==> src/rtl/dram_cmd_sequencer_pkg.sv <==
// Shared types for the DRAM command sequencer: address widths, command encodings, FSM states.
// ST_CLOSE exists only when DRAM_SEQ_CLOSE_PAGE_EN is defined (closed-page policy).
package dram_cmd_sequencer_pkg;

  localparam int BANK_GROUP_WIDTH = 2;
  localparam int BANK_WIDTH       = 2;
  localparam int ROW_WIDTH        = 16;
  localparam int COL_WIDTH        = 10;
  localparam int BANK_ID_WIDTH    = BANK_GROUP_WIDTH + BANK_WIDTH;
  localparam int NUM_BANKS        = 1 << BANK_ID_WIDTH;
  localparam int CNT_WIDTH        = 4;

  localparam logic [2:0] CMD_NOP = 3'd0;
  localparam logic [2:0] CMD_ACT = 3'd1;
  localparam logic [2:0] CMD_PRE = 3'd2;
  localparam logic [2:0] CMD_RD  = 3'd3;
  localparam logic [2:0] CMD_WR  = 3'd4;

  typedef enum logic [2:0] {
    ST_IDLE     = 3'd0,
    ST_DECIDE   = 3'd1,
    ST_PRE      = 3'd2,
    ST_WAIT_RP  = 3'd3,
    ST_ACT      = 3'd4,
    ST_WAIT_RCD = 3'd5,
    ST_RW       = 3'd6
`ifdef DRAM_SEQ_CLOSE_PAGE_EN
    ,ST_CLOSE   = 3'd7
`endif
  } state_t;

  function automatic logic [BANK_ID_WIDTH-1:0] bank_id(
    input logic [BANK_GROUP_WIDTH-1:0] bg,
    input logic [BANK_WIDTH-1:0]       b
  );
    return {bg, b};
  endfunction

endpackage

==> src/rtl/bank_state_tracker.sv <==
// Per-bank open/precharged flag plus open row; updates are registered, the query is combinational.
module bank_state_tracker
  import dram_cmd_sequencer_pkg::*;
(
  input  logic                        i_clk,
  input  logic                        i_rst_n,
  input  logic                        i_clear,
  input  logic                        i_upd_precharge,
  input  logic                        i_upd_activate,
  input  logic [BANK_GROUP_WIDTH-1:0] i_upd_bank_group,
  input  logic [BANK_WIDTH-1:0]       i_upd_bank,
  input  logic [ROW_WIDTH-1:0]        i_upd_row,
  input  logic [BANK_GROUP_WIDTH-1:0] i_qry_bank_group,
  input  logic [BANK_WIDTH-1:0]       i_qry_bank,
  output logic                        o_qry_open,
  output logic [ROW_WIDTH-1:0]        o_qry_row
);

  logic [NUM_BANKS-1:0]     r_open;
  logic [ROW_WIDTH-1:0]     r_row [NUM_BANKS];
  logic [BANK_ID_WIDTH-1:0] w_upd_id;
  logic [BANK_ID_WIDTH-1:0] w_qry_id;

  assign w_upd_id = bank_id(i_upd_bank_group, i_upd_bank);
  assign w_qry_id = bank_id(i_qry_bank_group, i_qry_bank);

  always_ff @(posedge i_clk or negedge i_rst_n) begin
    if (!i_rst_n)               r_open           <= '0;
    else if (i_clear)           r_open           <= '0;
    else if (i_upd_precharge)   r_open[w_upd_id] <= 1'b0;
    else if (i_upd_activate)    r_open[w_upd_id] <= 1'b1;
  end

  // Row storage is only meaningful while the open flag is set, so it carries no reset.
  always_ff @(posedge i_clk) begin
    if (i_upd_activate) r_row[w_upd_id] <= i_upd_row;
  end

  assign o_qry_open = r_open[w_qry_id];
  assign o_qry_row  = r_row[w_qry_id];

endmodule

==> src/rtl/dram_cmd_sequencer.sv <==
// Per-request PRE/ACT/RD/WR sequencer enforcing tRP and tRCD against a bank state tracker.
// Define DRAM_SEQ_CLOSE_PAGE_EN for closed-page policy (PRE issued after every RD/WR).
module dram_cmd_sequencer
  import dram_cmd_sequencer_pkg::*;
#(
  parameter int T_RP  = 3,
  parameter int T_RCD = 4
)(
  input  logic                        i_clk,
  input  logic                        i_rst,
  input  logic                        i_clear,
  input  logic                        i_req_valid,
  output logic                        o_req_ready,
  input  logic                        i_req_write,
  input  logic [BANK_GROUP_WIDTH-1:0] i_req_bank_group,
  input  logic [BANK_WIDTH-1:0]       i_req_bank,
  input  logic [ROW_WIDTH-1:0]        i_req_row,
  input  logic [COL_WIDTH-1:0]        i_req_col,
  output logic                        o_cmd_valid,
  input  logic                        i_cmd_ready,
  output logic [2:0]                  o_cmd_type,
  output logic [BANK_GROUP_WIDTH-1:0] o_cmd_bank_group,
  output logic [BANK_WIDTH-1:0]       o_cmd_bank,
  output logic [ROW_WIDTH-1:0]        o_cmd_row,
  output logic [COL_WIDTH-1:0]        o_cmd_col,
  output logic                        o_busy,
  output logic                        o_stat_hit,
  output logic                        o_stat_miss,
  output logic                        o_stat_conflict
);

  localparam logic [CNT_WIDTH-1:0] RP_LOAD  = CNT_WIDTH'(T_RP - 1);
  localparam logic [CNT_WIDTH-1:0] RCD_LOAD = CNT_WIDTH'(T_RCD - 1);

  state_t                      r_state;
  state_t                      w_next;
  logic                        r_write;
  logic [BANK_GROUP_WIDTH-1:0] r_bg;
  logic [BANK_WIDTH-1:0]       r_bank;
  logic [ROW_WIDTH-1:0]        r_row;
  logic [COL_WIDTH-1:0]        r_col;
  logic [CNT_WIDTH-1:0]        r_cnt;

  logic                        w_req_ready;
  logic                        w_accept;
  logic                        w_clear_pulse;
  logic                        w_qry_open;
  logic [ROW_WIDTH-1:0]        w_qry_row;
  logic                        w_hit;
  logic                        w_upd_pre;
  logic                        w_upd_act;
  logic                        w_wait_done;

  assign w_req_ready   = (r_state == ST_IDLE) && !i_clear;
  assign w_clear_pulse = (r_state == ST_IDLE) && i_clear;
  assign w_accept      = i_req_valid && w_req_ready;
  assign w_hit         = w_qry_open && (w_qry_row == r_row);
  assign w_wait_done   = (r_cnt <= CNT_WIDTH'(1));

  bank_state_tracker u_bank_state_tracker (
    .i_clk            (i_clk),
    .i_rst_n          (~i_rst),
    .i_clear          (w_clear_pulse),
    .i_upd_precharge  (w_upd_pre),
    .i_upd_activate   (w_upd_act),
    .i_upd_bank_group (r_bg),
    .i_upd_bank       (r_bank),
    .i_upd_row        (r_row),
    .i_qry_bank_group (r_bg),
    .i_qry_bank       (r_bank),
    .o_qry_open       (w_qry_open),
    .o_qry_row        (w_qry_row)
  );

  always_ff @(posedge i_clk or posedge i_rst) begin
    if (i_rst) r_state <= ST_IDLE;
    else       r_state <= w_next;
  end

  always_comb begin
    w_next = r_state;
    case (r_state)
      ST_IDLE:     if (w_accept) w_next = ST_DECIDE;
      ST_DECIDE: begin
        if (!w_qry_open) w_next = ST_ACT;
        else if (w_hit)  w_next = ST_RW;
        else             w_next = ST_PRE;
      end
      ST_PRE:      if (i_cmd_ready) w_next = (T_RP == 1) ? ST_ACT : ST_WAIT_RP;
      ST_WAIT_RP:  if (w_wait_done) w_next = ST_ACT;
      ST_ACT:      if (i_cmd_ready) w_next = (T_RCD == 1) ? ST_RW : ST_WAIT_RCD;
      ST_WAIT_RCD: if (w_wait_done) w_next = ST_RW;
`ifdef DRAM_SEQ_CLOSE_PAGE_EN
      ST_RW:       if (i_cmd_ready) w_next = ST_CLOSE;
      ST_CLOSE:    if (i_cmd_ready) w_next = ST_IDLE;
`else
      ST_RW:       if (i_cmd_ready) w_next = ST_IDLE;
`endif
      default:     w_next = ST_IDLE;
    endcase
  end

  always_comb begin
    o_cmd_valid     = 1'b0;
    o_cmd_type      = CMD_NOP;
    o_stat_hit      = 1'b0;
    o_stat_miss     = 1'b0;
    o_stat_conflict = 1'b0;
    w_upd_pre       = 1'b0;
    w_upd_act       = 1'b0;
    case (r_state)
      ST_DECIDE: begin
        o_stat_hit      = w_hit;
        o_stat_miss     = !w_qry_open;
        o_stat_conflict = w_qry_open && !w_hit;
      end
      ST_PRE: begin
        o_cmd_valid = 1'b1;
        o_cmd_type  = CMD_PRE;
        w_upd_pre   = i_cmd_ready;
      end
      ST_ACT: begin
        o_cmd_valid = 1'b1;
        o_cmd_type  = CMD_ACT;
        w_upd_act   = i_cmd_ready;
      end
      ST_RW: begin
        o_cmd_valid = 1'b1;
        o_cmd_type  = r_write ? CMD_WR : CMD_RD;
      end
`ifdef DRAM_SEQ_CLOSE_PAGE_EN
      ST_CLOSE: begin
        o_cmd_valid = 1'b1;
        o_cmd_type  = CMD_PRE;
        w_upd_pre   = i_cmd_ready;
      end
`endif
      default: ;
    endcase
  end

  // Counters load on the handshake edge so back-pressure never shortens tRP/tRCD.
  always_ff @(posedge i_clk or posedge i_rst) begin
    if (i_rst) begin
      r_cnt <= '0;
    end else if (r_state == ST_PRE && i_cmd_ready) begin
      r_cnt <= RP_LOAD;
    end else if (r_state == ST_ACT && i_cmd_ready) begin
      r_cnt <= RCD_LOAD;
    end else if ((r_state == ST_WAIT_RP || r_state == ST_WAIT_RCD) && r_cnt != '0) begin
      r_cnt <= r_cnt - CNT_WIDTH'(1);
    end
  end

  always_ff @(posedge i_clk or posedge i_rst) begin
    if (i_rst) begin
      r_write <= 1'b0;
      r_bg    <= '0;
      r_bank  <= '0;
      r_row   <= '0;
      r_col   <= '0;
    end else if (w_accept) begin
      r_write <= i_req_write;
      r_bg    <= i_req_bank_group;
      r_bank  <= i_req_bank;
      r_row   <= i_req_row;
      r_col   <= i_req_col;
    end
  end

  assign o_req_ready      = w_req_ready;
  assign o_busy           = (r_state != ST_IDLE);
  assign o_cmd_bank_group = r_bg;
  assign o_cmd_bank       = r_bank;
  assign o_cmd_row        = r_row;
  assign o_cmd_col        = r_col;

endmodule

==> config.mk <==
export PLATFORM = sky130hd
export DESIGN_NAME = dram_cmd_sequencer
export DESIGN_NICKNAME = d
export VERILOG_FILES = /design/src/rtl/dram_cmd_sequencer_pkg.sv /design/src/rtl/bank_state_tracker.sv /design/src/rtl/dram_cmd_sequencer.sv
export SDC_FILE = /design/constraint.sdc
export NUM_CORES = 1
export LEC_CHECK = 0
export ABC_AREA = 1
export CAP_MARGIN = 30
export CORE_UTILIZATION = 30
export DETAILED_ROUTE_END_ITERATION = 16
export RECOVER_POWER = 25
export SLEW_MARGIN = 40
export SYNTH_ARGS = -nofsm -noshare
export SYNTH_HDL_FRONTEND = slang
export SYNTH_SLANG_ARGS = --single-unit
==> constraint.sdc <==
create_clock -name i_clk -period 2.6 [get_ports i_clk]
set_clock_uncertainty 0.2 [all_clocks]
set_input_delay 0.39 -clock i_clk [delete_from_list [all_inputs] [get_ports i_clk]]
set_output_delay 0.39 -clock i_clk [all_outputs]
set_load 0.01 [all_outputs]
Word level (Yosys, flattened, before mapping)
Memories as Yosys holds them, arrays and structs flattened.
Cells that the tools add are included.
W data, S select, Z words.
{"block": "totals", "regBits": 54, "ramBits": 256, "input_bits": 36, "out_inout_bits": 39, "word_cells": 78, "mem_count": 1}
{"block": "op_classes", "addsub": 1, "magnitude_cmp": 3, "eq_ne": 13, "mux": 29, "bitwise": 3, "n_reduce_logical": 20}
{"memory": "u_bank_state_tracker.r_row", "words": 16, "word_bits": 16, "read_ports": 1, "rd_ports_with_merged_regs": 0, "write_ports": 1, "line_no": "bank_state_tracker.sv:20", "source": "logic [ROW_WIDTH-1:0] r_row [NUM_BANKS];"}
{"cell": "$mux W16", "count": 3}
{"cell": "$mux W3", "count": 9}
{"cell": "$pmux W3 S7", "count": 1}
{"cell": "$and A16 B16 Y16", "count": 1}
{"cell": "$eq A16 B16 Y1", "count": 1}
{"cell": "$not A16 Y16", "count": 1}
{"cell": "$or A16 B16 Y16", "count": 1}
{"cell": "$mux W4", "count": 3}
{"cell": "$ne A2 B2 Y1 const B", "count": 6}
{"cell": "$mux W1", "count": 10}
{"cell": "$eq A3 B3 Y1 const B", "count": 3}
{"cell": "$logic_and A1 B1 Y1", "count": 9}
{"cell": "$pmux W3 S3", "count": 1}
{"cell": "$reduce_bool A3 Y1", "count": 3}
{"cell": "$eq A3 B2 Y1 const B", "count": 2}
{"cell": "$reduce_and A6 Y1", "count": 1}
{"cell": "$lt A4 B5 Y1 const B", "count": 1}
{"cell": "$bmux W1 S4", "count": 1}
{"cell": "$demux W1 S4", "count": 1}
{"cell": "$ge A4 B1 Y1 const B", "count": 1}
{"cell": "$le A4 B1 Y1 const B", "count": 1}
{"cell": "$reduce_bool A4 Y1", "count": 1}
{"cell": "$sub A4 B1 Y4 const B", "count": 1}
{"cell": "$eq A3 B1 Y1 const B", "count": 1}
{"cell": "other kinds (4)", "count": 6}

Longest topological paths before layout
Gate-level depths: netlist of run 1.
{"block": "depth", "depth_word": 8, "depth_mapped": 20, "depth_no_buf": 17}

Hierarchy
From an unflattened synthesis of run 1, not the netlist that was laid out.
{"block": "unflattened", "cells_unflattened": 1508, "area_unflattened_um2": 14111.0}
{"mod": "bank_state_tracker", "n_inst": 1, "cells_per_inst": 1214, "area_each_um2": 11991.5, "seq_area_each_um2": 8087.8}
{"mod": "dram_cmd_sequencer", "n_inst": 1, "cells_per_inst": 294, "area_each_um2": 2119.5, "seq_area_each_um2": 950.9}

Least setup slack after synthesis of run 1
No wires, ideal clock.
{"block": "synth_path", "path_type": "flip-flop to flip-flop", "from": "register r_bg[1], in the netlist o_cmd_bank_group[1]", "to": "memory u_bank_state_tracker.r_row[0][0] (enable)", "setup_time_ps": 388, "t_arrival_ps": 2098, "required_ps": 2012, "path_slack_ps": -86, "path_stages_with_launch": 7, "n_path_buf": 1, "synth_period_minus_slack_ps": 2686, "cell_sequence": "dfrtp_1 -> nor2_1 -> clkbuf_1 -> inv_1 -> nor2_1 -> inv_1 -> nor2_1"}
{"item": "start: declaration", "line_no": "dram_cmd_sequencer.sv:38", "source": "logic [BANK_GROUP_WIDTH-1:0] r_bg;"}
{"item": "start signal: assignment", "line_no": "dram_cmd_sequencer.sv:164", "source": "r_bg <= i_req_bank_group;"}
{"item": "end: declaration", "line_no": "bank_state_tracker.sv:20"}
Straight into the memory's write port.

Final worst setup path of run 1
{"block": "layout_path", "from": "register r_bank[0], in the netlist o_cmd_bank[0]", "to": "output o_stat_conflict"}
{"block": "layout_between", "elab_chain_len": 6, "word_cells_on_any_way": 8, "cone_classes": "1 x eq/ne; 3 x mux; 3 x reduce/logical; 1 x memory"}
{"item": "start: declaration", "line_no": "dram_cmd_sequencer.sv:39", "source": "logic [BANK_WIDTH-1:0] r_bank;"}
{"item": "start signal: assignment", "line_no": "dram_cmd_sequencer.sv:165", "source": "r_bank <= i_req_bank;"}
{"item": "$mem_v2 Z16 W16 / $bmux W1 S4 (equally long branches)"}
{"item": "$eq A16 B16 Y1 / $mux W1 (equally long branches)", "line_no": "dram_cmd_sequencer.sv:57, bank_state_tracker.sv:39"}
{"item": "$logic_and A1 B1 Y1", "line_no": "dram_cmd_sequencer.sv:57", "source": "assign w_hit = w_qry_open && (w_qry_row == r_row);"}
{"item": "$logic_not A1 Y1", "line_no": "dram_cmd_sequencer.sv:115", "source": "o_stat_conflict = w_qry_open && !w_hit;"}
{"item": "$logic_and A1 B1 Y1 *", "line_no": "dram_cmd_sequencer.sv:115"}
{"item": "$mux W1 *", "line_no": "dram_cmd_sequencer.sv:111", "source": "case (r_state)"}
{"item": "end: declaration", "line_no": "dram_cmd_sequencer.sv:29", "source": "output logic o_stat_conflict"}
Every way passes the cells marked *; elsewhere a longest branch is shown, timed or not. The select of a mux whose other input is x is not followed.

==> results of run 1 <==
sequential cells by signal, summed over array words and instances, names as in the netlist:
register and cells:
o_cmd_bank 2, u_bank_state_tracker.r_row 256, o_cmd_col 10, u_bank_state_tracker.r_open 16
r_state 3, o_cmd_bank_group 2, r_write 1, r_cnt 4
o_cmd_row 16
cells in the mapped netlist (5+ instances only):
cell      number  area [sq um]
a21oi_1       28           140
buf_2         27           135
buf_4          7          52.6
clkbuf_1      14          52.6
dfrtp_1       54          1350
edfxtp_1     256          7690
inv_1         45           169
nand2_1      662          2480
nand3_1       54           270
nor2_1        89           334
nor3_1        21           105
o21ai_0       25           125
o21ai_1        5          25.0
o21bai_1       8          60.1
power by group:
group / leakage, nW / switching, mW / internal (mW)
logic: 3.38 / 4.89 / 3.20
clock network: 0.552 / 1.91 / 2.94
registers: 3.01 / 0.438 / 6.43
stage by stage:
stage	setup WS, ns	cells
floorplan	0.00868	1325
global placement	-0.769	2030
detailed placement	-0.738	2030
CTS	-0.776	2100
global route	-0.971	2104
finish	-0.790	2104
cell type report:
type                       instances  area [sq um]  area share, %
clock buffer                      47           981           5.75
clock inverter                    14           145          0.851
inverter                          50           195           1.14
multi-input combinational        911          3850           22.6
sequential                       310          9050           53.1
tap                              585           732           4.29
timing repair buffer             187          2100           12.3
cells by family after synthesis:
| kind of cell | Yosys count |
|---|---|
| and+or+nand+nor | 836 |
| DFF | 310 |
| buffers and inverters | 104 |
| AOI/OAI and AO/OA | 73 |
| adders and majority gates | 2 |
worst max path at each step:
stage / startpoint / end / slack (ns) / cells after the start
finish: o_cmd_bank[0]$_DFFE_PP0P_ / o_stat_conflict / -0.79 / 16
global route: o_cmd_bank[0]$_DFFE_PP0P_ / o_stat_hit / -0.97 / 19
CTS: o_cmd_bank[0]$_DFFE_PP0P_ / o_stat_hit / -0.78 / 16
detailed placement: o_cmd_bank[0]$_DFFE_PP0P_ / o_stat_hit / -0.74 / 18
global placement: o_cmd_bank[0]$_DFFE_PP0P_ / o_stat_hit / -0.77 / 18
floorplan: o_cmd_bank_group[0]$_DFFE_PP0P_ / u_bank_state_tracker.r_row[7][0]$_DFFE_PP_ / 0.009 / 7
worst max-delay path: cells and delay by family (launching register included):
kind / cells / cell delay (ns)
DFF: 1 / 0.58
buffers and inverters: 4 / 0.63
AOI/OAI and AO/OA: 2 / 0.21
and+or+nand+nor: 10 / 0.88
metal layers:
| metal | track usage (%) | vias up |
|---|---|---|
| met2 | 28.0 | 310 |
| met3 | 3.19 | 55 |
| li1 | - | 4703 |
| met4 | 3.82 | 0 |
| met5 | 0 | - |
| met1 | 22.2 | 4773 |
repair_timing:
action                                  in CTS  in global routing
hold endpoints to repair                     0                  0
endpoints found under the setup margin       7                  7
cloned                                       5                  1
pin swaps                                   16                 20
gates resized for setup                     58                 22
setup buffers                                5                  5
==> flow_metrics.py, run 1 <==
metrics = {
    "flow_run": {
        "drv_cap": 0,
    },
    "yosys": {
        "ys_ff_latch": 310,
        "synth_simple_gate_area_share_pct": 24.7,
        "mappedNetlistArea_sq_mm": 0.0132,
        "syn_inst": 1325,
        "synthMuxAreaShare_pct": 0,
        "ys.flop_type": "edfxtp_1",
        "synth_top_family_by_area": "simple AND/OR/NAND/NOR gates",
        "syn_nets": 1363,
        "yosysSeqAreaShare_pct": 68.5,
        "yosysUniqueCellTypes": 27,
        "synth_edf_count": 256,
        "synth_compound_area_share_pct": 3.06,
        "synth_warnings": 0,
        "syn_area_per_cell_sq_um": 9.96,
        "synthArstFlopShare_pct": 17.4,
        "synth_adder_area_share_pct": 0.190,
        "synth_xor_area_share_pct": 0,
    },
    "timing": {
        "fmax_mhz": 295,
        "setup_viol": 8,
        "slew_viol_final": 0,
        "holdWs_ns": 0.209,
        "setup_slack_ns": -0.790,
        "setup_tns_ns": -2.53,
        "slew_headroom_pct": 27.5,
        "post-route-period-util_pct": 130,
        "rsz0062_at_grt": "yes",
        "post-route-min-period_ns": 3.39,
        "hold_viol_final": 0,
        "max_slew.worst_pin.slew_ns": 1.09,
    },
    "clock_tree": {
        "clock-sinks": 310,
        "clk_latency_ns": 0.51,
        "htree_num_levels": 2,
        "root_buffer": "clkbuf_16",
        "cts_made_buffers": 35,
        "holdBufCountCts": 0,
        "clk_pin_slew_ns": 0.06,
        "cts_tree": "done",
        "clk_path_buf_depth": 3,
    },
    "setup_path": {
        "start_kind": "register",
        "arrival_ns": 2.80,
        "ff2ff_path_depth": 18,
        "cp_slowest_stage_delay_ns": 0.58,
        "cp_common_cell": "nand2_1",
        "worst_path_max_delay_cell": "dfrtp_4",
        "critPathKind": "reg2out",
        "crit_chain": "buf_4 > clkbuf_16 > nand2_1 > nand2_1 > nand2_1 > nand3_1 > nand2_1 > nand2_2 > o21bai_1 > nand2_1 > nor2_2 > nand2_1 > nor2_4 > buf_4 > a21oi_4 > buf_6",
        "rrSetupSlack_ns": -0.02,
        "r2r-start": "o_cmd_bank[0]$_DFFE_PP0P_",
        "endpoint_kind": "output pin",
        "cp_max_fo": 11,
        "rr_endpoint": "r_state[2]$_DFFE_PP0P_",
        "cp.required_ns": 2.01,
    },
    "cells_and_area": {
        "layout-drive-gt1-share_pct": 13.5,
        "stdcell_area_sq_mm": 0.0171,
        "area_delta_synth_final_pct": 29.3,
        "n_antenna_cell": 0,
        "layout.nets": 1533,
        "final_cell_mix": "nand2_1, edfxtp_1, nor2_1",
        "fin_util_pct": 39.4,
        "layout_commonest_cell": "nand2_1",
        "num-fill-cells": 4196,
    },
    "route": {
        "met3WireLength_um": 2260,
        "wl_met1_um": 16300,
        "ant_nets": 0,
        "wl_um": 36600,
        "drtIter0Drc": 850,
        "wl_met2_um": 17400,
        "routed.top_layer": "met4",
        "firstDrtPassIters": 8,
        "drc_errors": 0,
        "wl_per_cell_um": 17.4,
        "vias": 9841,
        "via_per_inst": 4.68,
    },
    "die": {
        "initial_core_util_pct": 30.5,
        "coreArea_sq_mm": 0.0433,
        "ioPinCount": 75,
        "die_area_sq_mm": 0.0448,
        "die_w_um": 212,
        "rows": 76,
        "chipHeight_um": 212,
    },
    "global_routing": {
        "grt_pass1_wl_um": 56400,
        "antenna_found_initial": 0,
        "overflow": 0,
        "grt_pass1_vias": 9767,
        "grt_max_degree": 43,
        "grt_usage_pct": 16.7,
    },
    "min_path": {
        "whs_path_depth": 3,
        "hold_class": "in2reg",
        "hold_start": "i_req_col[4]",
        "whs_endpoint": "o_cmd_col[4]$_DFFE_PP0P_",
    },
    "outcome": {
        "violations": "negative setup slack",
        "outcome": "finished with violations",
    },
    "power": {
        "ir_drop_mv": 0.604,
        "power_mw": 19.8,
        "power-per-cell-area_mw_per_mm2": 1160,
        "p_leak_nw": 6.94,
    },
    "placement": {
        "dp_hpwl_um": 21600,
        "portBuffers": 74,
        "place.gp.congestion": 0.785,
        "place_area_sq_mm": 0.0155,
    },
}
Note: power is estimated with default switching activity, not from simulation.
==> run 2: changes to the inputs <==
- CTS_CLUSTER_DIAMETER: unset -> 40
==> flow_metrics.py, run 2 (same netlist as run 1, synthesis figures left out) <==
metrics = {
    "cells_and_area": {
        "layout.nets": 1553,
        "stdcell_area_sq_mm": 0.0176,
        "n_antenna_cell": 0,
        "area_delta_synth_final_pct": 33.3,
        "layout_commonest_cell": "nand2_1",
        "top_register": "u_bank_state_tracker.r_row",
        "final_cell_mix": "nand2_1, edfxtp_1, nor2_1, clkdlybuf4s50_1",
        "largest_reg_flops": 256,
        "fin_util_pct": 40.6,
        "num-fill-cells": 4117,
        "layout-drive-gt1-share_pct": 16.2,
        "fin_cells": 2135,
    },
    "setup_path": {
        "critical_path.endpoint": "o_stat_hit",
        "rr_endpoint": "r_state[2]$_DFFE_PP0P_",
        "critical-path-top-delay-family": "simple AND/OR/NAND/NOR gates",
        "crit_path_start": "o_cmd_bank[0]$_DFFE_PP0P_",
        "cp_num_cells": 18,
        "cp_common_cell": "nand2_1",
        "start_kind": "register",
        "cp_slowest_stage_delay_ns": 0.57,
        "crit_buf_inv": 5,
        "r2r-start": "o_cmd_bank[0]$_DFFE_PP0P_",
        "critPathKind": "reg2out",
        "arrival_ns": 2.82,
        "endpoint_kind": "output pin",
        "rrSetupSlack_ns": 0.02,
        "ff2ff_path_depth": 20,
        "cp.required_ns": 2.01,
        "cp_max_fo": 8,
        "worst_path_max_delay_cell": "dfrtp_4",
        "crit_chain": "inv_12 > buf_8 > buf_12 > buf_6 > nand2_2 > nand2_1 > nand2_1 > nand3_1 > nand2_1 > nand2_1 > o21bai_1 > nand2_1 > nor2_1 > nand2_1 > nor2_4 > nand2_1 > nor2_1 > buf_2",
    },
    "outcome": {
        "outcome": "finished with violations",
        "violations": "negative setup slack",
    },
    "route": {
        "drc_errors": 0,
        "ant_nets": 0,
        "wl_per_cell_um": 17.4,
        "wl_um": 37200,
        "firstDrtPassIters": 6,
        "vias": 9946,
        "drtIter0Drc": 821,
        "via_per_inst": 4.66,
    },
    "power": {
        "p_leak_nw": 7.19,
        "pwr-share-seq_pct": 32.3,
        "sw_frac_of_total_pct": 36.2,
        "comb_power_share_pct": 39.5,
        "ir_drop_mv": 0.614,
        "power_mw": 21.3,
        "clock_power_share_pct": 28.2,
        "power-per-cell-area_mw_per_mm2": 1210,
        "p_int_mw": 13.6,
        "p_switching_mw": 7.71,
    },
    "min_path": {
        "hold_start": "i_req_col[4]",
        "hold_class": "in2reg",
    },
    "placement": {
        "place.gp.congestion": 0.785,
        "dp_cells": 2030,
        "place_area_sq_mm": 0.0155,
        "portBuffers": 74,
        "dp_hpwl_um": 21600,
    },
    "global_routing": {
        "grt_usage_pct": 16.8,
        "grt_pass1_vias": 9823,
        "grt_max_degree": 43,
        "met3_usage_pct": 3.10,
        "use_met1_pct": 22.3,
        "grtUsageMet2_pct": 28.0,
        "overflow": 0,
        "busiest_layer": "met2",
        "grt_pass1_wl_um": 56800,
        "antenna_found_initial": 0,
    },
    "flow_run": {
        "drv_cap": 0,
    },
    "die": {
        "coreArea_sq_mm": 0.0433,
        "ioPinCount": 75,
        "initial_core_util_pct": 30.5,
        "die_w_um": 212,
        "rows": 76,
        "chipHeight_um": 212,
        "die_area_sq_mm": 0.0448,
    },
    "timing": {
        "setup_slack_ns": -0.813,
        "rsz0062_at_grt": "yes",
        "post-route-period-util_pct": 131,
        "slew_headroom_pct": 25.9,
        "max_slew.worst_pin.slew_ns": 1.11,
        "post-route-min-period_ns": 3.41,
        "hold_viol_final": 0,
        "slew_viol_final": 0,
        "fmax_mhz": 293,
        "setup_tns_ns": -2.86,
        "setup_viol": 9,
    },
    "clock_tree": {
        "clk_latency_ns": 0.55,
        "cts_made_buffers": 45,
        "root_buffer": "clkbuf_16",
        "holdBufCountCts": 0,
        "cts_tree": "done",
        "htree_num_levels": 2,
        "clk_path_buf_depth": 3,
        "clock-sinks": 310,
        "clk_pin_slew_ns": 0.06,
    },
}
[run 2: cell count changes in the layout (fill, tap and decap cells not counted), moves of 3 or more]
cell and change:
nand2_2 +8, clkbuf_8 -5, clkinvlp_4 +3, nand2_1 -7
inv_6 +3, clkbuf_16 +10, clkinv_1 -3, clkinv_4 +4
clkinv_2 +8
[run 2: through the flow]
| stage | setup slack (ns) | hold slack (ns) |
|---|---|---|
| CTS | -0.793 | 0.0346 |
| global placement | -0.769 | 0.265 |
| global route | -0.954 | 0.179 |
| finish | -0.813 | 0.174 |
| detailed placement | -0.738 | 0.268 |
| floorplan | 0.00868 | 0.257 |
[run 2: worst min-delay path by stage]
stage	to	slack, ns	depth (start not counted)
6_report	o_cmd_col[4]$_DFFE_PP0P_	0.17	3
5_1_grt	o_cmd_col[3]$_DFFE_PP0P_	0.18	3
4_1_cts	o_cmd_col[4]$_DFFE_PP0P_	0.03	2
3_5_place_dp	o_cmd_col[0]$_DFFE_PP0P_	0.27	2
3_3_place_gp	o_cmd_col[8]$_DFFE_PP0P_	0.27	2
2_1_floorplan	r_cnt[3]$_DFFE_PP0P_	0.26	1
[run 2: worst min-delay path, delay by kind of cell]
family	cells	cell delay (ns)
buffers and inverters	1	0.39
AND/OR/NAND/NOR	2	0.10
[run 2: metal layers]
layer / wire (um) / share of wire (%)
met1: 16600 / 45
met2: 17600 / 47
met3: 2290 / 6.1
met4: 720 / 1.9
met5: 0 / 0
[run 2: layout make-up]
type / instances / area [sq um] / area share (%)
tap: 585 / 732 / 4.16
clock buffer: 49 / 1150 / 6.55
clock inverter: 33 / 340 / 1.94
sequential: 310 / 9050 / 51.5
inverter: 50 / 200 / 1.14
timing repair buffer: 197 / 2250 / 12.8
multi-input combinational: 911 / 3860 / 22.0
[run 2: power by group through the flow]
| stage | clock, mW | combinational, mW | sequential, mW |
|---|---|---|---|
| after floorplan | 0 | 3.81 | 7.14 |
| after global placement | 0 | 7.25 | 6.90 |
| after detailed placement | 0 | 7.34 | 6.91 |
| after CTS | 6.08 | 8.18 | 6.87 |
| after global routing | 6.29 | 9.25 | 6.94 |
| final | 6.02 | 8.42 | 6.88 |
[run 2: repair_timing]
| item | CTS | global route |
|---|---|---|
| pin swaps | 13 | 34 |
| buffers inserted | 6 | 11 |
| resized for setup | 63 | 34 |
| setup endpoints to repair | 7 | 7 |
| cloned | 7 | 1 |
==> run 3: changes to the inputs <==
- CTS_CLUSTER_SIZE: unset -> 10
==> flow_metrics.py, run 3 (same netlist as run 1, synthesis figures left out) <==
metrics = {
    "timing": {
        "rsz0062_at_grt": "yes",
        "post-route-min-period_ns": 3.48,
        "fmax_mhz": 287,
        "hold_viol_final": 0,
        "setup_viol": 10,
        "setup_slack_ns": -0.881,
        "slew_viol_final": 0,
        "slew_headroom_pct": 26.8,
        "max_slew.worst_pin.slew_ns": 1.10,
        "post-route-period-util_pct": 134,
        "setup_tns_ns": -3.20,
    },
    "setup_path": {
        "endpoint_kind": "output pin",
        "rr_endpoint": "r_state[2]$_DFFE_PP0P_",
        "start_kind": "register",
        "ff2ff_path_depth": 20,
        "rrSetupSlack_ns": -0.05,
        "cp.required_ns": 2.01,
        "r2r-start": "o_cmd_bank[0]$_DFFE_PP0P_",
        "cp_max_fo": 6,
        "critPathKind": "reg2out",
        "arrival_ns": 2.89,
    },
    "cells_and_area": {
        "layout_commonest_cell": "nand2_1",
        "layout.nets": 1562,
        "multi_input_area_sq_mm": 0.00386,
        "final_cell_mix": "nand2_1, edfxtp_1, nor2_1, clkdlybuf4s50_1, buf_4",
        "layout-drive-gt1-share_pct": 16.3,
        "num-fill-cells": 4143,
        "area_delta_synth_final_pct": 33.7,
        "seq_area_sq_mm": 0.00905,
        "top_register": "u_bank_state_tracker.r_row",
        "largest_reg_flops": 256,
        "n_antenna_cell": 0,
        "fin_util_pct": 40.8,
    },
    "die": {
        "rows": 76,
        "die_w_um": 212,
        "die_area_sq_mm": 0.0448,
        "initial_core_util_pct": 30.5,
        "chipHeight_um": 212,
        "ioPinCount": 75,
        "coreArea_sq_mm": 0.0433,
    },
    "outcome": {
        "violations": "negative setup slack",
        "outcome": "finished with violations",
    },
    "power": {
        "p_int_mw": 13.7,
        "ir_drop_mv": 0.638,
        "power-per-cell-area_mw_per_mm2": 1210,
        "clock_power_share_pct": 27.5,
        "p_leak_nw": 7.23,
        "pwr-share-seq_pct": 32.1,
        "p_switching_mw": 7.73,
        "power_mw": 21.4,
        "comb_power_share_pct": 40.4,
        "sw_frac_of_total_pct": 36.1,
    },
    "min_path": {
        "hold_start": "i_req_col[4]",
        "hold_class": "in2reg",
        "whs_path_depth": 3,
        "whs_endpoint": "o_cmd_col[4]$_DFFE_PP0P_",
    },
    "clock_tree": {
        "cts_made_buffers": 46,
        "root_buffer": "clkbuf_16",
        "cts_tree": "done",
        "clk_path_buf_depth": 3,
        "holdBufCountCts": 0,
        "clk_pin_slew_ns": 0.05,
        "clk_latency_ns": 0.54,
        "htree_num_levels": 2,
        "clock-sinks": 310,
    },
    "route": {
        "wl_per_cell_um": 17.5,
        "wl_um": 37600,
        "drtIter0Drc": 769,
        "firstDrtPassIters": 7,
        "drc_errors": 0,
        "vias": 10000,
        "via_per_inst": 4.67,
        "ant_nets": 0,
    },
    "placement": {
        "dp_hpwl_um": 21600,
        "portBuffers": 74,
        "dp_slack_ns": -0.738,
        "place.gp.congestion": 0.785,
    },
    "global_routing": {
        "grt_usage_pct": 17.0,
        "antenna_found_initial": 0,
        "grt_pass1_wl_um": 57600,
        "grt_pass1_vias": 9978,
        "overflow": 0,
        "grt_max_degree": 43,
    },
    "flow_run": {
        "drv_cap": 0,
    },
}
-- run 3: worst max path at each step --
stage                                                from                                          to  cells after the start
after floorplan           o_cmd_bank_group[0]$_DFFE_PP0P_  u_bank_state_tracker.r_row[7][0]$_DFFE_PP_                      7
after global placement          o_cmd_bank[0]$_DFFE_PP0P_                                  o_stat_hit                     18
after detailed placement        o_cmd_bank[0]$_DFFE_PP0P_                                  o_stat_hit                     18
after CTS                       o_cmd_bank[0]$_DFFE_PP0P_                                  o_stat_hit                     18
after global routing            o_cmd_bank[0]$_DFFE_PP0P_                                  o_stat_hit                     18
final                           o_cmd_bank[0]$_DFFE_PP0P_                                  o_stat_hit                     18
-- run 3: timing repair --
action,4_1_cts,5_1_grt
buffers inserted,12,14
setup endpoints to repair,7,10
pin swaps,25,25
gates cloned,7,1
resized for setup,77,31
hold endpoints to repair,0,0
-- run 3: per-stage QoR --
| stage | std cells | instance area, sq um | hold slack, ns |
|---|---|---|---|
| CTS | 2132 | 17500 | 0.0421 |
| floorplan | 1325 | 13200 | 0.257 |
| global route | 2145 | 17600 | 0.180 |
| global placement | 2030 | 15500 | 0.265 |
| finish | 2145 | 17600 | 0.182 |
| detailed placement | 2030 | 15500 | 0.268 |
-- run 3: final cells by class --
cell class              count  share of cell area [%]
clock inverters            21                    1.02
well taps                 585                    4.15
repair buffers            205                    13.2
inverters                  50                    1.11
multi-input cells         911                    21.9
flip-flops and latches    310                    51.3
clock buffers              63                    7.29
-- run 3: power groups by stage --
stage | Combinational (mW) | Sequential [mW] | Clock (mW)
after floorplan | 3.81 | 7.14 | 0
after global placement | 7.25 | 6.90 | 0
after detailed placement | 7.34 | 6.91 | 0
after CTS | 8.38 | 6.86 | 5.94
after global routing | 9.52 | 6.92 | 6.15
final | 8.65 | 6.87 | 5.89
-- run 3: critical path, cell delays in order (launching register included) --
cell and delay [ns]:
dfrtp_4 0.56, buf_6 0.15, nor2_4 0.15, buf_6 0.13, buf_6 0.12, buf_6 0.09, nand2_1 0.04, nand3_1 0.06
nand2_1 0.07, nand2_1 0.09, nor2_1 0.06, nand2_1 0.07, nand2_2 0.09, nor2_4 0.13, nand2_2 0.08, nor2_4 0.15
nand2_1 0.07, nor2_1 0.10, buf_2 0.14
-- run 3: metal layers --
metal	wire (um)	GRT usage, %
met1	16500	22.6
met2	17700	28.3
met3	2640	3.43
met4	785	4.70
met5	0	0
==> patch 1: new RTL, settings of run 3 <==
Re-encode `state_t` (7 states) as one-hot, 7 bits wide.
--- a/src/rtl/dram_cmd_sequencer_pkg.sv
+++ b/src/rtl/dram_cmd_sequencer_pkg.sv
@@ -18,10 +18,10 @@
 
-  typedef enum logic [2:0] {
-    ST_IDLE     = 3'd0,
-    ST_DECIDE   = 3'd1,
-    ST_PRE      = 3'd2,
-    ST_WAIT_RP  = 3'd3,
-    ST_ACT      = 3'd4,
-    ST_WAIT_RCD = 3'd5,
-    ST_RW       = 3'd6
+  typedef enum logic [6:0] {
+    ST_IDLE     = 7'b0000001,
+    ST_DECIDE   = 7'b0000010,
+    ST_PRE      = 7'b0000100,
+    ST_WAIT_RP  = 7'b0001000,
+    ST_ACT      = 7'b0010000,
+    ST_WAIT_RCD = 7'b0100000,
+    ST_RW       = 7'b1000000
 `ifdef DRAM_SEQ_CLOSE_PAGE_EN
Function: same outputs for any inputs over 4 cycles, from zero or initial values and one cycle with i_rst high; so few cycles prove little.
==> patch 1 against run 3 <==
Design area up 2.8%; core utilization up 0.97 points; critical endpoint is now o_stat_conflict; final cell count up 0.51%; non-clock buffer count up 23; routed wire length up 1.1%; largest cell class unchanged; first-iteration DRC count down 7.5%; sequential cell count up 4; area after synthesis up 0.92%; maximum frequency up 0.18%; global-route usage down 0.092 points; power up 1.5%; the run still ends with setup timing left; setup slack better by 0.0061 ns; worst hold slack worse by 0.00060 ns.
==> patch 1: results (changes against run 3) <==
Status
  • Status: finished, violations left
  • Failing checks: setup timing

Global routing
  • Initial antenna violation count: 1 (+1)
  • Largest net degree at the start of global routing: 34 (-21%)
  • GR Util All Layers: 16.9% (-0.092 points)
  • Vias in the first global route: 9783 (-2.0%)

Placement
  • HPWL after detailed placement: 23.3 mm (+7.5%)
  • Pre-CTS setup slack: -0.904 ns (-0.166 ns)
  • Area post-placement: 15900 um^2 (+2.2%)
  • DP Cell Count: 2040 (+0.49%)

Clock network
  • Clock Latency Late Sink: 0.56 ns (+0.02 ns)
  • Worst-path clk slew: 0.05 ns (about the same)
  • Number of CTS-inserted buffers: 48 (+4.3%)
  • H-tree levels: 2 (unchanged)

Yosys
  • Synth top area cells: edfxtp_1 (58%), nand2_1 (18%), dfrtp_1 (11%), nor2_1 (1.7%), buf_2 (1.2%)
  • Async set-reset flop share out of synthesis: 18.5% (+1.1 points)
  • Mapped Cells: 1310 (-1.1%)
  • Unique masters post-synth: 31 (+15%)
  • Top cells by count, synth: nand2_1 (655), edfxtp_1 (256), nor2_1 (62)
  • Seq/Total Area, Yosys: 68.7% (+0.14 points)

Power
  • Max VDD drop: 632 uV (-0.94%)
  • Switching portion of total power: 36.0% (-0.10 points)
  • Combinational Power Share: 39.2% (-1.2 points)

Detailed routing
  • 1st-iter DRT viols: 711 (-7.5%)
  • Routed WL: 38.0 mm (+1.1%)
  • Via/cell ratio: 4.69 (+0.33%)
  • Drt pass-1 iters: 5 (-2)
  • Via count: 10100 (+0.85%)

STA
  • Slew Limit Headroom: 52.8% (+26 points)
  • Setup TNS: -2.64 ns (+0.560 ns)
  • Post-route setup slack: -0.875 ns (+0.00612 ns)
  • Final setup fails: 7 (-3)

Setup path
  • Critical path arrival: 2.88 ns (about the same)
  • Critical Path Fanout Max: 8 (+2)

Finish
  • Layout cell share with drive strength beyond 1: 19.4% (+3.1 points)
  • Nets: 1571 (+0.58%)
## patch 1: cell types whose count changed in the layout (fill, tap and decap cells not counted), moves of 12 or more
cell | run 3 | this run
nand3_1 | 52 | 28
nor2_1 | 68 | 46
nor3_1 | 20 | 0
a211oi_1 | 0 | 16
buf_12 | 38 | 26
buf_4 | 59 | 90
## patch 1: repair_timing
action / CTS / global route
cloned: 5 / 2
resized for setup: 82 / 64
pin swaps: 23 / 27
hold buffers: 1 / 0
setup buffers: 14 / 6
endpoints found under the setup margin: 34 / 44
endpoints found under the hold margin: 12 / 0
## patch 1: worst max-delay path: stages (launching register included)
cell,delay (ns)
dfrtp_4,0.56
clkinv_8,0.15
buf_12,0.16
buf_6,0.11
nand2_2,0.04
nand2_1,0.04
nand2_1,0.05
nand3_1,0.06
nand2_1,0.08
nand2_2,0.06
buf_6,0.11
o21ai_2,0.12
nand2_1,0.07
nor2_2,0.12
nand2_2,0.10
nor2_4,0.21
nand2_4,0.08
nand2_4,0.06
inv_2,0.04
buf_6,0.11
## patch 1: path summary, 6_finish.rpt
kind                       slack, ns  depth (start not counted)               to     startpoint
max                            -0.87                         19  o_stat_conflict  o_cmd_bank[0]
min                             0.18                          3     o_cmd_col[4]   i_req_col[4]
max reg2reg                    -0.13                         20       r_state[6]  o_cmd_bank[0]
min reg2reg                     0.28                          2     o_cmd_col[7]   o_cmd_col[7]
max in group asynchronous       1.10                          4       r_state[6]          i_rst
min in group asynchronous       0.54                          3     o_cmd_col[0]          i_rst
## patch 1: power groups by stage
stage	Combinational (W)	Sequential, W	Clock [W]
after floorplan	0.00383	0.00710	0
after global placement	0.00742	0.00683	0
after detailed placement	0.00751	0.00684	0
after CTS	0.00827	0.00679	0.00649
after global routing	0.00938	0.00687	0.00671
final	0.00852	0.00682	0.00639
## patch 1: cell families after synthesis
kind of cell	after synthesis	share of synthesized area, %
compound gates	107	4.59
xor+xnor	2	0.132
fa+ha+maj	2	0.188
buf+inv	105	3.60
flops	314	68.7
simple gates	780	22.8
## patch 1: layout make-up
class                   instances  area, um^2
clock buffers                  65        1340
clock inverters                23         275
fillers                      4100       25300
inverters                      50         215
multi-input cells             891        4100
flip-flops and latches        314        9150
well taps                     585         732
repair buffers                228        2330
## patch 1: routing by layer
| metal | routed length, um | part of all wire [%] | up-vias | global-route usage [%] |
|---|---|---|---|---|
| li1 | - | - | 4816 | - |
| met1 | 16400 | 43 | 4878 | 22.7 |
| met2 | 18100 | 48 | 325 | 27.8 |
| met3 | 2290 | 6.0 | 84 | 2.60 |
| met4 | 1190 | 3.1 | 0 | 6.20 |
| met5 | 0 | 0 | - | 0 |
==> patch 2: new RTL, config.mk and constraints of run 3 <==
Without the edit above. Set the package constant `CNT_WIDTH` to 6 (it was 4).
--- a/src/rtl/dram_cmd_sequencer_pkg.sv
+++ b/src/rtl/dram_cmd_sequencer_pkg.sv
@@ -10,3 +10,3 @@
   localparam int NUM_BANKS        = 1 << BANK_ID_WIDTH;
-  localparam int CNT_WIDTH        = 4;
+  localparam int CNT_WIDTH        = 6;
 
Behaviour: no difference found for any inputs over 4 cycles, from zero or initial values and one cycle with i_rst high; that may be too few to reach the edited logic, so the function may still have changed.
==> patch 2 against run 3 <==
The flow still finishes with violations (setup timing); sequential share of layout area is 0.16 points lower; routed wire length is 0.22% lower; via count is 0.30% lower; design area is 0.87% higher; area after synthesis is 1.2% higher; global-route usage is 0.25 points lower; non-clock buffer count stayed put; first-iteration DRC count is 6.1% lower; synthesized cell count is 1.3% higher; sequential cell count is 2 higher; worst hold slack better by 0.012 ns; setup slack better by 0.092 ns; count of clock-buffer cells in the layout is 1 higher; power is 1.2% higher; largest cell class unchanged.
==> patch 2: results (changes against run 3) <==
Status
  • Status: finished, violations left
  • Failing checks: setup timing

Clock network
  • Number of CTS-inserted buffers: 46 (unchanged)
  • Clock Latency Late Sink: 0.54 ns (about the same)
  • Worst-path clk slew: 0.05 ns (about the same)
  • H-tree levels: 2 (unchanged)

Yosys
  • EDFF count, synth: 256 (unchanged)
  • Top cells by count, synth: nand2_1 (667), edfxtp_1 (256), nor2_1 (94)
  • Async set-reset flop share out of synthesis: 17.9% (+0.53 points)
  • Syn. warnings: 0 (unchanged)
  • Unique masters post-synth: 34 (+26%)
  • Synth top area cells: edfxtp_1 (58%), nand2_1 (19%), dfrtp_1 (10%), nor2_1 (2.6%), nand3_1 (2.1%)
  • Seq/Total Area, Yosys: 68.1% (-0.47 points)
  • Synth Net Count: 1380 (+1.2%)
  • Mapped cell area: 13400 um^2 (+1.2%)

Finish
  • Largest register FFs: 256 (unchanged)
  • Nets: 1579 (+1.1%)
  • Layout cell share with drive strength beyond 1: 16.7% (+0.44 points)

STA
  • Post-route setup slack: -0.789 ns (+0.0917 ns)
  • Final setup fails: 7 (-3)
  • Worst slew pin tran: 0.783 ns (-0.314 ns)

Global routing
  • Grt met3 use: 2.71% (-0.72 points)
  • Met2 GRT Util: 28.4% (+0.11 points)
  • First-pass GRT wire length: 57.3 mm (-0.41%)
  • Largest net degree at the start of global routing: 27 (-37%)
  • Met1 global-route usage: 21.8% (-0.77 points)
  • Initial antenna violation count: 1 (+1)
  • GR Util All Layers: 16.8% (-0.25 points)

Placement
  • HPWL after detailed placement: 23.5 mm (+8.5%)
  • Area post-placement: 15800 um^2 (+1.5%)
  • Routability cong.: 0.861 (+9.7%)

Detailed routing
  • 1st-iter DRT viols: 722 (-6.1%)
  • WL/cell: 17.3 um (-1.1%)
  • Via count: 9988 (-0.30%)
  • Drt pass-1 iters: 5 (-2)

Setup path
  • Critical Path Fanout Max: 7 (+1)
  • Critical path arrival: 2.80 ns (-0.09 ns)
  • Crit-path max cell delay: 0.54 ns (-0.02 ns)

Worst hold path
  • Hold Path Class: in2reg

Power
  • Max VDD drop: 693 uV (+8.6%)
  • Leakage: 7.32 nW (+1.2%)

Floorplanning
  • Die Width: 213 um (+0.61%)
[patch 2: changes by cell type after synthesis, sizes merged, moves of 3 or more]
cell | run 3 | this run
nor2 | 93 | 99
buf | 40 | 48
clkbuf | 14 | 6
inv | 48 | 51
nor3 | 21 | 17
nand2 | 662 | 667
[patch 2: routing by layer]
metal  vias to the layer above  wire length [um]
li1                       4815                 -
met1                      4783             16400
met2                       328             18000
met3                        62              2160
met4                         0              1010
met5                         -                 0
[patch 2: path summary, 6_finish.rpt]
kind                          startpoint            end  slack [ns]  cells after the start
setup / recovery           o_cmd_bank[0]     o_stat_hit       -0.79                     17
hold / removal              i_req_col[6]   o_cmd_col[6]        0.19                      3
setup reg to reg           o_cmd_bank[0]     r_state[2]       -0.02                     20
hold reg to reg             o_cmd_col[3]   o_cmd_col[3]        0.28                      2
max in group asynchronous          i_rst  o_cmd_bank[0]        1.12                      4
min in group asynchronous          i_rst        r_write        0.54                      3
[patch 2: area by class of cell]
cell class,count,area [um^2]
Timing Repair Buffer,205,2180
Tap cell,585,732
Sequential cell,312,9100
Clock buffer,64,1240
Fill cell,4130,25700
Inverter,53,211
Clock inverter,22,350
Multi-Input combinational cell,923,3980
Antenna cell,1,2.50
[patch 2: metrics by stage]
| stage | hold slack [ns] | instances | setup WS (ns) | setup TNS (ns) | total power [W] |
|---|---|---|---|---|---|
| after floorplan | 0.267 | 1342 | 0.00316 | 0 | 0.0112 |
| after global placement | 0.263 | 2059 | -0.725 | -1.95 | 0.0145 |
| after detailed placement | 0.269 | 2059 | -0.720 | -1.95 | 0.0146 |
| after CTS | 0.173 | 2163 | -0.728 | -2.47 | 0.0215 |
| after global routing | 0.206 | 2164 | -0.966 | -3.67 | 0.0229 |
| final | 0.194 | 2165 | -0.789 | -2.61 | 0.0217 |
[patch 2: power breakdown]
group / switching, W / leakage (nW) / internal (W)
Clock: 0.00219 / 0.758 / 0.00414
Combinational: 0.00506 / 3.52 / 0.00333
Sequential: 0.000459 / 3.04 / 0.00649
[patch 2: what timing repair did]
action	CTS	global route
setup endpoints to repair	7	6
pin swaps	12	32
hold buffers	1	0
cloned	2	1
buffers inserted	15	7
resized for setup	53	55
hold endpoints to repair	13	0
[patch 2: logic make-up (layout without fill, tap and decap cells)]
kind of cell	Yosys count	after routing	share of synthesized area [%]
xor gates and xnor gates	2	2	0.131
and+or+nand+nor	845	845	24.7
buffers and inverters	107	344	3.81
adders and majority gates	2	2	0.187
AOI/OAI and AO/OA	74	74	3.09
other	0	1	0
DFF	312	312	68.1
